--- config.mk ---
export PLATFORM = sky130hd
export DESIGN_NAME = rng_lfsr_seq
export DESIGN_NICKNAME = d
export VERILOG_FILES = /design/src/rtl/rng_lfsr_seq.sv
export SDC_FILE = /design/constraint.sdc
export NUM_CORES = 1
export LEC_CHECK = 0
export ABC_AREA = 1
export BUFFER_PORTS_ARGS = -buffer_cell sky130_fd_sc_hd__buf_2
export CORE_MARGIN = 2
export CORE_UTILIZATION = 54
export CTS_BUF_LIST = sky130_fd_sc_hd__clkbuf_8
export DETAILED_ROUTE_END_ITERATION = 6
export GPL_TIMING_DRIVEN = 0
export PLACE_DENSITY = 0.81
export SYNTH_ARGS = -nofsm -noshare
export SYNTH_HDL_FRONTEND = slang
export SYNTH_SLANG_ARGS = --single-unit
--- constraint.sdc ---
create_clock -name Clk -period 2 [get_ports Clk]
set_clock_uncertainty 0.15 [all_clocks]
set_input_delay 0.4 -clock Clk [delete_from_list [all_inputs] [get_ports Clk]]
set_output_delay 0.4 -clock Clk [all_outputs]
set_load 0.1 [all_outputs]
--- src/rtl/rng_lfsr_seq.sv ---
// Random value source for the memory game: button-timing entropy reseeds a Galois LFSR.
// Optional RNG_NO_REPEAT_EN: re-steps the LFSR until the value differs from the last one delivered.
module rng_lfsr_seq #(
  parameter int unsigned       WIDTH       = 4,
  parameter int unsigned       LFSR_W      = 16,
  parameter logic [LFSR_W-1:0] TAPS        = 16'hB400,
  parameter int unsigned       SYNC_STAGES = 2
) (
  input  logic             Clk,
  input  logic             Rst,
  input  logic             button,
  input  logic             req,
  output logic [WIDTH-1:0] num_out,
  output logic             num_valid,
  output logic             seeded,
  output logic             busy
);

  typedef enum logic [1:0] {
    UNSEEDED = 2'd0,
    READY    = 2'd1,
    BUSY     = 2'd2
  } state_t;

  state_t                 state_q, state_d;
  logic [SYNC_STAGES-1:0] sync_q;
  logic                   btn_prev_q;
  logic                   press_c;
  logic [LFSR_W-1:0]      cnt_q;
  logic [LFSR_W-1:0]      lfsr_q, lfsr_d;
  logic [LFSR_W-1:0]      step_c;
  logic [LFSR_W-1:0]      seed_c;
  logic [WIDTH-1:0]       value_c;
  logic [WIDTH-1:0]       num_out_d;
  logic                   num_valid_d, seeded_d, busy_d;
  logic                   deliver_c;
`ifdef RNG_NO_REPEAT_EN
  logic                   prev_valid_q, prev_valid_d;
`endif

  function automatic logic [LFSR_W-1:0] lfsr_step(input logic [LFSR_W-1:0] v);
    return v[0] ? ((v >> 1) ^ TAPS) : (v >> 1);
  endfunction

  // Chain idles at 1 (button released); a press is the first synchronised low sample.
  assign press_c = btn_prev_q & ~sync_q[SYNC_STAGES-1];
  assign step_c  = lfsr_step(lfsr_q);
  assign value_c = step_c[LFSR_W-1 -: WIDTH];
  assign seed_c  = lfsr_q ^ cnt_q;

  always_ff @(posedge Clk or posedge Rst) begin
    if (Rst) begin
      sync_q     <= '1;
      btn_prev_q <= 1'b1;
      cnt_q      <= '0;
    end else begin
      sync_q     <= {sync_q[SYNC_STAGES-2:0], button};
      btn_prev_q <= sync_q[SYNC_STAGES-1];
      cnt_q      <= cnt_q + LFSR_W'(1);
    end
  end

  always_ff @(posedge Clk or posedge Rst) begin
    if (Rst) begin
      state_q      <= UNSEEDED;
      lfsr_q       <= '0;
      num_out      <= '0;
      num_valid    <= 1'b0;
      seeded       <= 1'b0;
      busy         <= 1'b0;
`ifdef RNG_NO_REPEAT_EN
      prev_valid_q <= 1'b0;
`endif
    end else begin
      state_q      <= state_d;
      lfsr_q       <= lfsr_d;
      num_out      <= num_out_d;
      num_valid    <= num_valid_d;
      seeded       <= seeded_d;
      busy         <= busy_d;
`ifdef RNG_NO_REPEAT_EN
      prev_valid_q <= prev_valid_d;
`endif
    end
  end

  // Next state; a press overrides any request, including one already in flight.
  always_comb begin
    state_d     = state_q;
    lfsr_d      = lfsr_q;
    num_out_d   = num_out;
    num_valid_d = 1'b0;
    seeded_d    = seeded;
    busy_d      = busy;
    deliver_c   = 1'b0;
`ifdef RNG_NO_REPEAT_EN
    prev_valid_d = prev_valid_q;
`endif

    if (press_c) begin
      lfsr_d   = (seed_c == '0) ? LFSR_W'(1) : seed_c;
      seeded_d = 1'b1;
      busy_d   = 1'b0;
      state_d  = READY;
`ifdef RNG_NO_REPEAT_EN
      prev_valid_d = 1'b0;
`endif
    end else begin
      case (state_q)
        READY: begin
          if (req) begin
            lfsr_d  = step_c;
            busy_d  = 1'b1;
            state_d = BUSY;
`ifdef RNG_NO_REPEAT_EN
            deliver_c = !(prev_valid_q && (value_c == num_out));
`else
            deliver_c = 1'b1;
`endif
          end
        end
        BUSY: begin
`ifdef RNG_NO_REPEAT_EN
          // Strobe seen last cycle means done; otherwise keep stepping past the repeat.
          if (num_valid) begin
            busy_d  = 1'b0;
            state_d = READY;
          end else begin
            lfsr_d    = step_c;
            deliver_c = (value_c != num_out);
          end
`else
          busy_d  = 1'b0;
          state_d = READY;
`endif
        end
        default: ;
      endcase
    end

    if (deliver_c) begin
      num_out_d   = value_c;
      num_valid_d = 1'b1;
`ifdef RNG_NO_REPEAT_EN
      prev_valid_d = 1'b1;
`endif
    end
  end

endmodule

# == After elaboration in Yosys (flattened, before gate mapping) ==
# Index checks and enable logic that the tools add are counted.
# Widths: inputs -> output; s select.
# word_totals
inputBits,4
out_inout_bits,7
regBits,44
word_cells,38
# classes
bitwise,4
muxes,15
n_eq_ne,3
n_reduce_logical,6
add_sub_neg,1
# ops
op,count
$mux 16,5
$add 16x1->16 const B,1
$logic_not 16->1,1
$xor 16x16->16,1
$mux 1,6
$mux 2,2
$not 3->4,1
$pmux 2 s2,1
$reduce_and 2->1,2
$reduce_bool 2->1,2
$ne 3x3->1 const B,1
$reduce_bool 3->1,1
$eq 2x1->1 const B,1
$eq 2x2->1 const B,1
$pmux 1 s2,1
$and 1x1->1,1
$not 1->1,1

# == Logic depth before layout (Yosys ltp) ==
# Gate-level depths: netlist of run 1.
# depth
word_depth,5
depth_mapped,11
ltp_nobuf,10

# == Worst setup path after synthesis of run 1 ==
# OpenSTA, ideal clock, no wires.
# synth_path
path_kind,flip-flop to flip-flop
startpoint,register busy (netlist name)
endpoint,register lfsr_q[2]
t_arrival_ns,1.643
t_required_ns,1.724
setup_slack_ns,0.082
stages_incl_launch_ff,7
path_buffers,1
setup_ns,0.126
period_less_slack_ns,1.918
cell_sequence,dfrtp_1 > inv_1 > nand3_1 > nand2_2 > buf_4 > nor2_1 > a21oi_1
# synth_lines
item,line,rtl
"end signal, assigned",76,lfsr_q <= lfsr_d;
"end, declared",30,"logic [LFSR_W-1:0] lfsr_q, lfsr_d;"

# == Worst setup path in the final report of run 1 ==
# layout_path
startpoint,register btn_prev_q
endpoint,register lfsr_q[3]
# layout_via
elab_chain_cells,3
word_cells_on_any_way,5
cone_classes,mux: 1; bitwise: 1; reduce/logical: 3
# layout_rtl
item,line,rtl
"start, declared",27,logic btn_prev_q;
"start signal, assigned",58,btn_prev_q <= sync_q[SYNC_STAGES-1];
$and 1x1->1 (*),46,assign press_c = btn_prev_q & ~sync_q[SYNC_STAGES-1];
$reduce_bool 2->1 (no line),--,
$reduce_and 2->1 (no line),--,
# Mark *: on every way between the ends. The rest lies on a longest branch, timed or not.
# A chain may end at the register's enable or synchronous reset.

==> impl_metrics.csv, run 1 <==
group,metric,value,unit
outcome,status,"complete, no violations",
synth,synth_top_area_frac,0.466,
clock_tree,cts.sinks,43,
placed_design,pre_cts_ws,0.325,ns
pwr,swShare,0.451,
final_layout,diodes,0,
routing,first_pass_iters,5,
critical_path,arrival,1.76,ns
pwr,vdd_drop_max,689,uV
clock_tree,cts-root-buf,"clkbuf_8",
final_layout,drive_gt1_frac,0.132,
pwr,switchingPower,1.43,mW
synth,synth_flop_cell,"dfrtp_1",
pwr,powerDensity,1340,nW/um^2
sta,setup_viol,0,
floorplanning,start_util,0.574,
final_layout,area_delta_synth_final,9.79,%
synth,ys_seq_area_frac,0.503,
placed_design,io_buffers,10,
floorplanning,dieArea,4500,sq um
floorplanning,row_count,22,
synth,synth.area.top_cells,"dfrtp_1 (47%), nand2_1 (13%), nor2_1 (6.8%)",
critical_path,r2r_setup_slack,0.31,ns
clock_tree,htreeDepth,2,
global_routing,grtUsageTotal,0.217,
final_layout,multi_input_area,905,sq um
sta,drv_slew,0,
sta,max_freq,0.591,GHz
global_routing,overflow,0,
synth,synth.most_common_cell,"nand2_1",
pwr,clock_power_share,0.191,
synth,syn_area_per_cell,7.98,sq um
floorplanning,core,3740,sq um
floorplanning,chipHeight,67.1,microns
placed_design,place_area,2260,sq um
placed_design,gp_congestion,0.818,
final_layout,seqCellArea,1080,sq um
global_routing,grt_antenna_before_repair,0,
placed_design,dpl.hpwl,2.96,mm
routing,wirelength,4.15,mm
routing,drcViolationCount,0,
clock_tree,cts_resized,0,
final_layout,fillCellCount,327,
clock_tree,cts_buffers,5,
clock_tree,cts.clk_slew.worst_paths,0.07,ns
clock_tree,postCtsSetupRepairBufs,0,
worst_hold_path,whs_endpoint,"sync_q[0]",
routing,vias,1727,
worst_hold_path,min-delay-start,"button",
critical_path,startpoint_type,"register",
pwr,power_frac_comb,0.394,
synth,ys_warn_count,0,
worst_hold_path,hold_path.class,"input port to register",
sta,tightest_slew,0.880,ns
sta,slew-limit-headroom,0.413,
critical_path,reg2reg_depth,7,
routing,routedWlPerCell,12.4,microns
synth,synth_edf_count,0,
synth,synth_nets,274,
sta,fin_crit_sh,0.846,
routing,first_iter_violations,128,
clock_tree,clock_latency,0.30,ns
pwr,p_leak,1.20,nW
synth,ys_types,25,
critical_path,reg2reg_to,"lfsr_q[3]",
final_layout,design_area,2360,sq um
pwr,power,3.16,mW
clock_tree,tritoncts,"done",
sta,finalHoldViolCount,0,
routing,final_antenna_net_count,0,
critical_path,crit_fanout,10,
routing,vias_per_cell,5.16,
critical_path,rr_startpoint,"btn_prev_q",
critical_path,endpoint_kind,"register",
global_routing,grt_max_degree,44,
floorplanning,pin_count,11,
clock_tree,cts_hold_buf,0,
sta,rsz0062_at_grt,"no",
clock_tree,ctsLongestPathBuffers,2,
synth,syn_inst,269,
synth,synth-seq-cells,43,
synth,yosys.area.top_type,"dfrtp_1",
synth,async_reset_ff_frac,1.00,
global_routing,grt_pass1_vias,1638,
sta,period_minus_slack,1.69,ns
critical_path,worstSetupPathType,"register to register",
critical_path,required,2.07,ns
synth,synth_area,2150,sq um
worst_hold_path,hold_path_depth,1,
synth,yosys-top-cells-count,"nand2_1 (75), dfrtp_1 (40), nor2_1 (39)",
final_layout,final_nets,291,
global_routing,grt_pass1_wl,7.10,mm
pwr,pwr-share-seq,0.414,
floorplanning,die_w,67.1,microns
pwr,p_int,1.74,mW
flow_run,cap_violations,0,
sta,worst_slack,0.309,ns
==> layout by cell type, fill, tap and decap left out <==
cell	instances
nand2_1	75
dfrtp_1	40
nor2_1	39
inv_1	34
xor2_1	16
o21ai_0	15
a21oi_1	14
buf_2	11
clkbuf_8	7
inv_2	4
nor2_2	3
o22ai_1	3
clkbuf_1	3
nand3_2	3
nand4_1	3
dfstp_2	3
nor2_4	2
nand2_2	2
a31oi_1	2
nor3_1	2
nand3_1	1
or2_2	1
buf_4	1
nor3_4	1
a21o_1	1
ha_1	1
==> sequential cells by signal, indices dropped and copies added, names as in the netlist <==
| name | cells |
|---|---|
| lfsr_q | 16 |
| btn_prev_q | 1 |
| cnt_q | 16 |
| num_out | 4 |
| num_valid | 1 |
| state_q | 1 |
| sync_q | 2 |
| busy | 1 |
| seeded | 1 |
==> layer usage <==
metal / wire, microns / up-vias / global-route usage
li1: - / 861 / -
met5: 0 / - / 0
met2: 2020 / 36 / 0.358
met1: 1880 / 823 / 0.264
met4: 61 / 0 / 0.115
met3: 177 / 7 / 0.0473
==> how the worst max path moves through the flow <==
stage,start,end,cells past startpoint
finish,btn_prev_q,lfsr_q[3],7
global route,btn_prev_q,lfsr_q[7],5
CTS,btn_prev_q,lfsr_q[7],7
detailed placement,btn_prev_q,lfsr_q[7],7
global placement,Rst,cnt_q[9],2
floorplan,busy,lfsr_q[2],6
==> final cells by class <==
| type | count | share of cell area |
|---|---|---|
| clock buffers | 7 | 0.0409 |
| clock inverters | 1 | 0.00159 |
| plain buffers | 5 | 0.0101 |
| inverters | 37 | 0.0589 |
| multi-input cells | 184 | 0.384 |
| well taps | 48 | 0.0255 |
| flip-flops and latches | 43 | 0.458 |
| repair buffers | 10 | 0.0212 |
==> cells by family (layout without fill, tap and decap cells) <==
kind of cell    after synthesis  count (layout)  share of synthesized area
compound gates               35              35                     0.0857
simple gates                132             132                      0.265
buf+inv                      42              60                     0.0758
xor+xnor                     16              16                     0.0653
fa+ha+maj                     1               1                    0.00583
flops                        43              43                      0.503
==> power by group through the flow <==
stage                     clock network [mW]  logic (mW)  registers, mW
after CTS                              0.613        1.25           1.31
final                                  0.605        1.25           1.31
after global placement                     0        1.21           1.31
after global routing                   0.649        1.38           1.35
after detailed placement                   0        1.25           1.32
after floorplan                            0       0.632           1.67
==> stage by stage <==
stage	utilization	TNS (ns)	hold WS, ns	instances
2_1_floorplan	-	0	0.195	269
3_3_place_gp	0.603	-3.71	0.196	327
3_5_place_dp	0.603	0	0.197	327
4_1_cts	0.630	0	0.0368	335
5_1_grt	0.630	0	0.0353	335
6_report	0.630	0	0.0472	335
==> critical path: stages, from the launching register on <==
cell and delay [ns]:
dfstp_2 0.52, inv_1 0.05, nor2_4 0.23, inv_2 0.11, nand2_2 0.17, buf_4 0.21
nor2_1 0.05, a21oi_1 0.13
No activity file was read; power rests on OpenSTA's default activity.
==> run 2: changes to the inputs <==
--- a/config.mk
+++ b/config.mk
@@ -5,7 +5,7 @@
 export SDC_FILE = /design/constraint.sdc
 export NUM_CORES = 1
 export LEC_CHECK = 0
-export ABC_AREA = 1
+export ABC_AREA = 0
 export BUFFER_PORTS_ARGS = -buffer_cell sky130_fd_sc_hd__buf_2
 export CORE_MARGIN = 2
 export CORE_UTILIZATION = 54
==> constraint.sdc (replaced) <==
create_clock -name Clk -period 1.7 [get_ports Clk]
set_clock_uncertainty 0.15 [all_clocks]
set_input_delay 0.34 -clock Clk [delete_from_list [all_inputs] [get_ports Clk]]
set_output_delay 0.34 -clock Clk [all_outputs]
set_load 0.1 [all_outputs]
==> run 2 against run 1 <==
Effect of this change:
- sequential cell count unchanged
- clock power increased by 2%
- critical path type unchanged
- highest routed layer unchanged
- utilization decreased by 1.2 points
- global-route usage decreased by 2.5 points
==> impl_metrics.csv, run 2 <==
group,metric,value,unit
outcome,status,"complete, no violations",
global_routing,overflow,0,
pwr,vdd_drop_max,561,uV
sta,drv_slew,0,
synth,ys_types,33,
clock_tree,cts-root-buf,"clkbuf_8",
global_routing,grt_pass1_vias,1416,
final_layout,final_cell_mix,"dfrtp_1 (38), nor2_1 (19), xor2_1 (17)",
floorplanning,chipHeight,67.4,microns
critical_path,crit_fanout,10,
floorplanning,row_count,23,
final_layout,layout_commonest_cell,"dfrtp_1",
synth,yosys-top-cells-count,"dfrtp_1 (40), nor2_1 (19), xor2_1 (17)",
critical_path,required,1.74,ns
critical_path,arrival,1.69,ns
sta,period_minus_slack,1.66,ns
routing,wirelength,4.06,mm
synth,synth.area.top_cells,"dfrtp_1 (46%), xor2_1 (6.9%), xnor2_1 (6.5%)",
routing,first_pass_iters,4,
clock_tree,cts_buffers,5,
synth,synth.most_common_cell,"dfrtp_1",
routing,final_antenna_net_count,0,
critical_path,worstSetupPathType,"register to register",
sta,timing.hold.ws,0.0743,ns
pwr,powerDensity,1400,nW/um^2
sta,slew-limit-headroom,0.413,
synth,syn_inst,210,
sta,finalHoldViolCount,0,
sta,tns,0,ns
synth,synth-seq-cells,43,
critical_path,endpoint_kind,"register",
clock_tree,cts.sinks,43,
final_layout,area_delta_synth_final,12.2,%
floorplanning,core,3940,sq um
clock_tree,ctsLongestPathBuffers,2,
sta,worst_slack,0.0437,ns
global_routing,grtUsageTotal,0.192,
floorplanning,dieArea,4540,sq um
clock_tree,clock_latency,0.30,ns
global_routing,grt_max_degree,44,
routing,vias_per_cell,5.46,
synth,synth_nets,215,
floorplanning,die_w,67.4,microns
synth,ys_seq_area_frac,0.498,
critical_path,startpoint_type,"register",
routing,routedWlPerCell,14.5,microns
synth,syn_area_per_cell,10.3,sq um
synth,async_reset_ff_frac,1.00,
final_layout,largestRegisters,"cnt_q: 16 flops, lfsr_q: 16 flops, num_out: 4 flops",
final_layout,final_nets,234,
placed_design,dpl.hpwl,2.72,mm
routing,first_iter_violations,107,
synth,synth_flop_cell,"dfrtp_1",
sta,fin_crit_sh,0.974,
routing,drcViolationCount,0,
final_layout,diodes,0,
clock_tree,htreeDepth,2,
placed_design,io_buffers,10,
synth,synth_edf_count,0,
synth,synth_top_area_frac,0.461,
global_routing,grt_antenna_before_repair,0,
synth,synth_area,2170,sq um
clock_tree,tritoncts,"done",
pwr,power,3.40,mW
sta,tightest_slew,0.879,ns
worst_hold_path,hold_path.class,"input port to asynchronous set/reset pin",
critical_path,reg2reg_depth,4,
flow_run,cap_violations,0,
pwr,p_leak,1.09,nW
floorplanning,start_util,0.550,
global_routing,grt_pass1_wl,6.37,mm
placed_design,pre_cts_ws,-0.108,ns
synth,yosys.area.top_type,"dfrtp_1",
routing,vias,1529,
clock_tree,cts.clk_slew.worst_paths,0.08,ns
final_layout,instances_no_fill,280,
placed_design,dp_cells,270,
floorplanning,pin_count,11,
final_layout,drive_gt1_frac,0.213,
synth,ys_warn_count,0,
sta,setup_viol,0,
placed_design,gp_congestion,0.823,
sta,max_freq,0.604,GHz
-- run 2: cell count changes after synthesis, sizes merged, moves of 12 or more --
cell   delta
a21oi    -13
inv      -23
nand2    -62
nor2     -25
o21a     +12
xnor2    +16
-- run 2: layout make-up --
| cell class | count | area, sq um |
|---|---|---|
| inverter | 14 | 52.6 |
| fill | 340 | 1510 |
| multi-input combinational | 140 | 971 |
| sequential | 43 | 1080 |
| clock inverter | 3 | 12.5 |
| tap | 50 | 62.6 |
| timing repair buffer | 13 | 92.6 |
| clock buffer | 5 | 68.8 |
| buffer | 12 | 88.8 |
-- run 2: critical path, stage by stage (launching register included) --
cell and delay [ns]:
dfrtp_4 0.49, nand3b_1 0.22, nand2b_1 0.26, buf_2 0.24
o21a_1 0.19
-- run 2: path summary, 6_finish.rpt --
check                               start         to  slack, ns
worst min register to register  sync_q[0]  sync_q[1]       0.20
worst max register to register       busy  lfsr_q[7]       0.04
worst max-delay path                 busy  lfsr_q[7]       0.04
max in group asynchronous             Rst       busy       0.69
min in group Clk                      req       busy       0.17
worst min-delay path                  Rst       busy       0.07
-- run 2: metal layers --
metal,global-route usage,vias to the layer above,share of wire
met3,0.0500,6,0.034
met4,0.0740,0,0.015
met5,0,-,0
met2,0.314,24,0.48
met1,0.245,756,0.47
li1,-,743,-
-- run 2: metrics by stage --
stage | area, sq um | utilization
floorplan | 2180 | -
global placement | 2290 | 0.581
detailed placement | 2290 | 0.581
CTS | 2390 | 0.607
global route | 2430 | 0.617
finish | 2430 | 0.617
-- run 2: cells by family (layout without fill, tap and decap cells) --
kind of cell,Yosys count,in the layout,share of synthesized area
AOI/OAI and AO/OA,43,43,0.152
buffers and inverters,27,47,0.0623
DFF,43,43,0.498
adders and majority gates,1,1,0.00577
muxes,1,1,0.00461
and+or+nand+nor,62,62,0.145
xor gates and xnor gates,33,33,0.133
-- run 2: what timing repair did --
action | CTS | global route
gates cloned | 0 | 1
hold buffers | 1 | 0
hold endpoints to repair | 1 | 0
setup endpoints to repair | 12 | 18
gates resized for setup | 3 | 14
buffers inserted | 1 | 0
-- run 2: power by group --
| part | switching, mW | total (mW) | internal [mW] |
|---|---|---|---|
| combinational | 0.790 | 1.26 | 0.468 |
| clock | 0.341 | 0.618 | 0.276 |
| sequential | 0.259 | 1.52 | 1.26 |
| total | 1.39 | 3.40 | 2.01 |
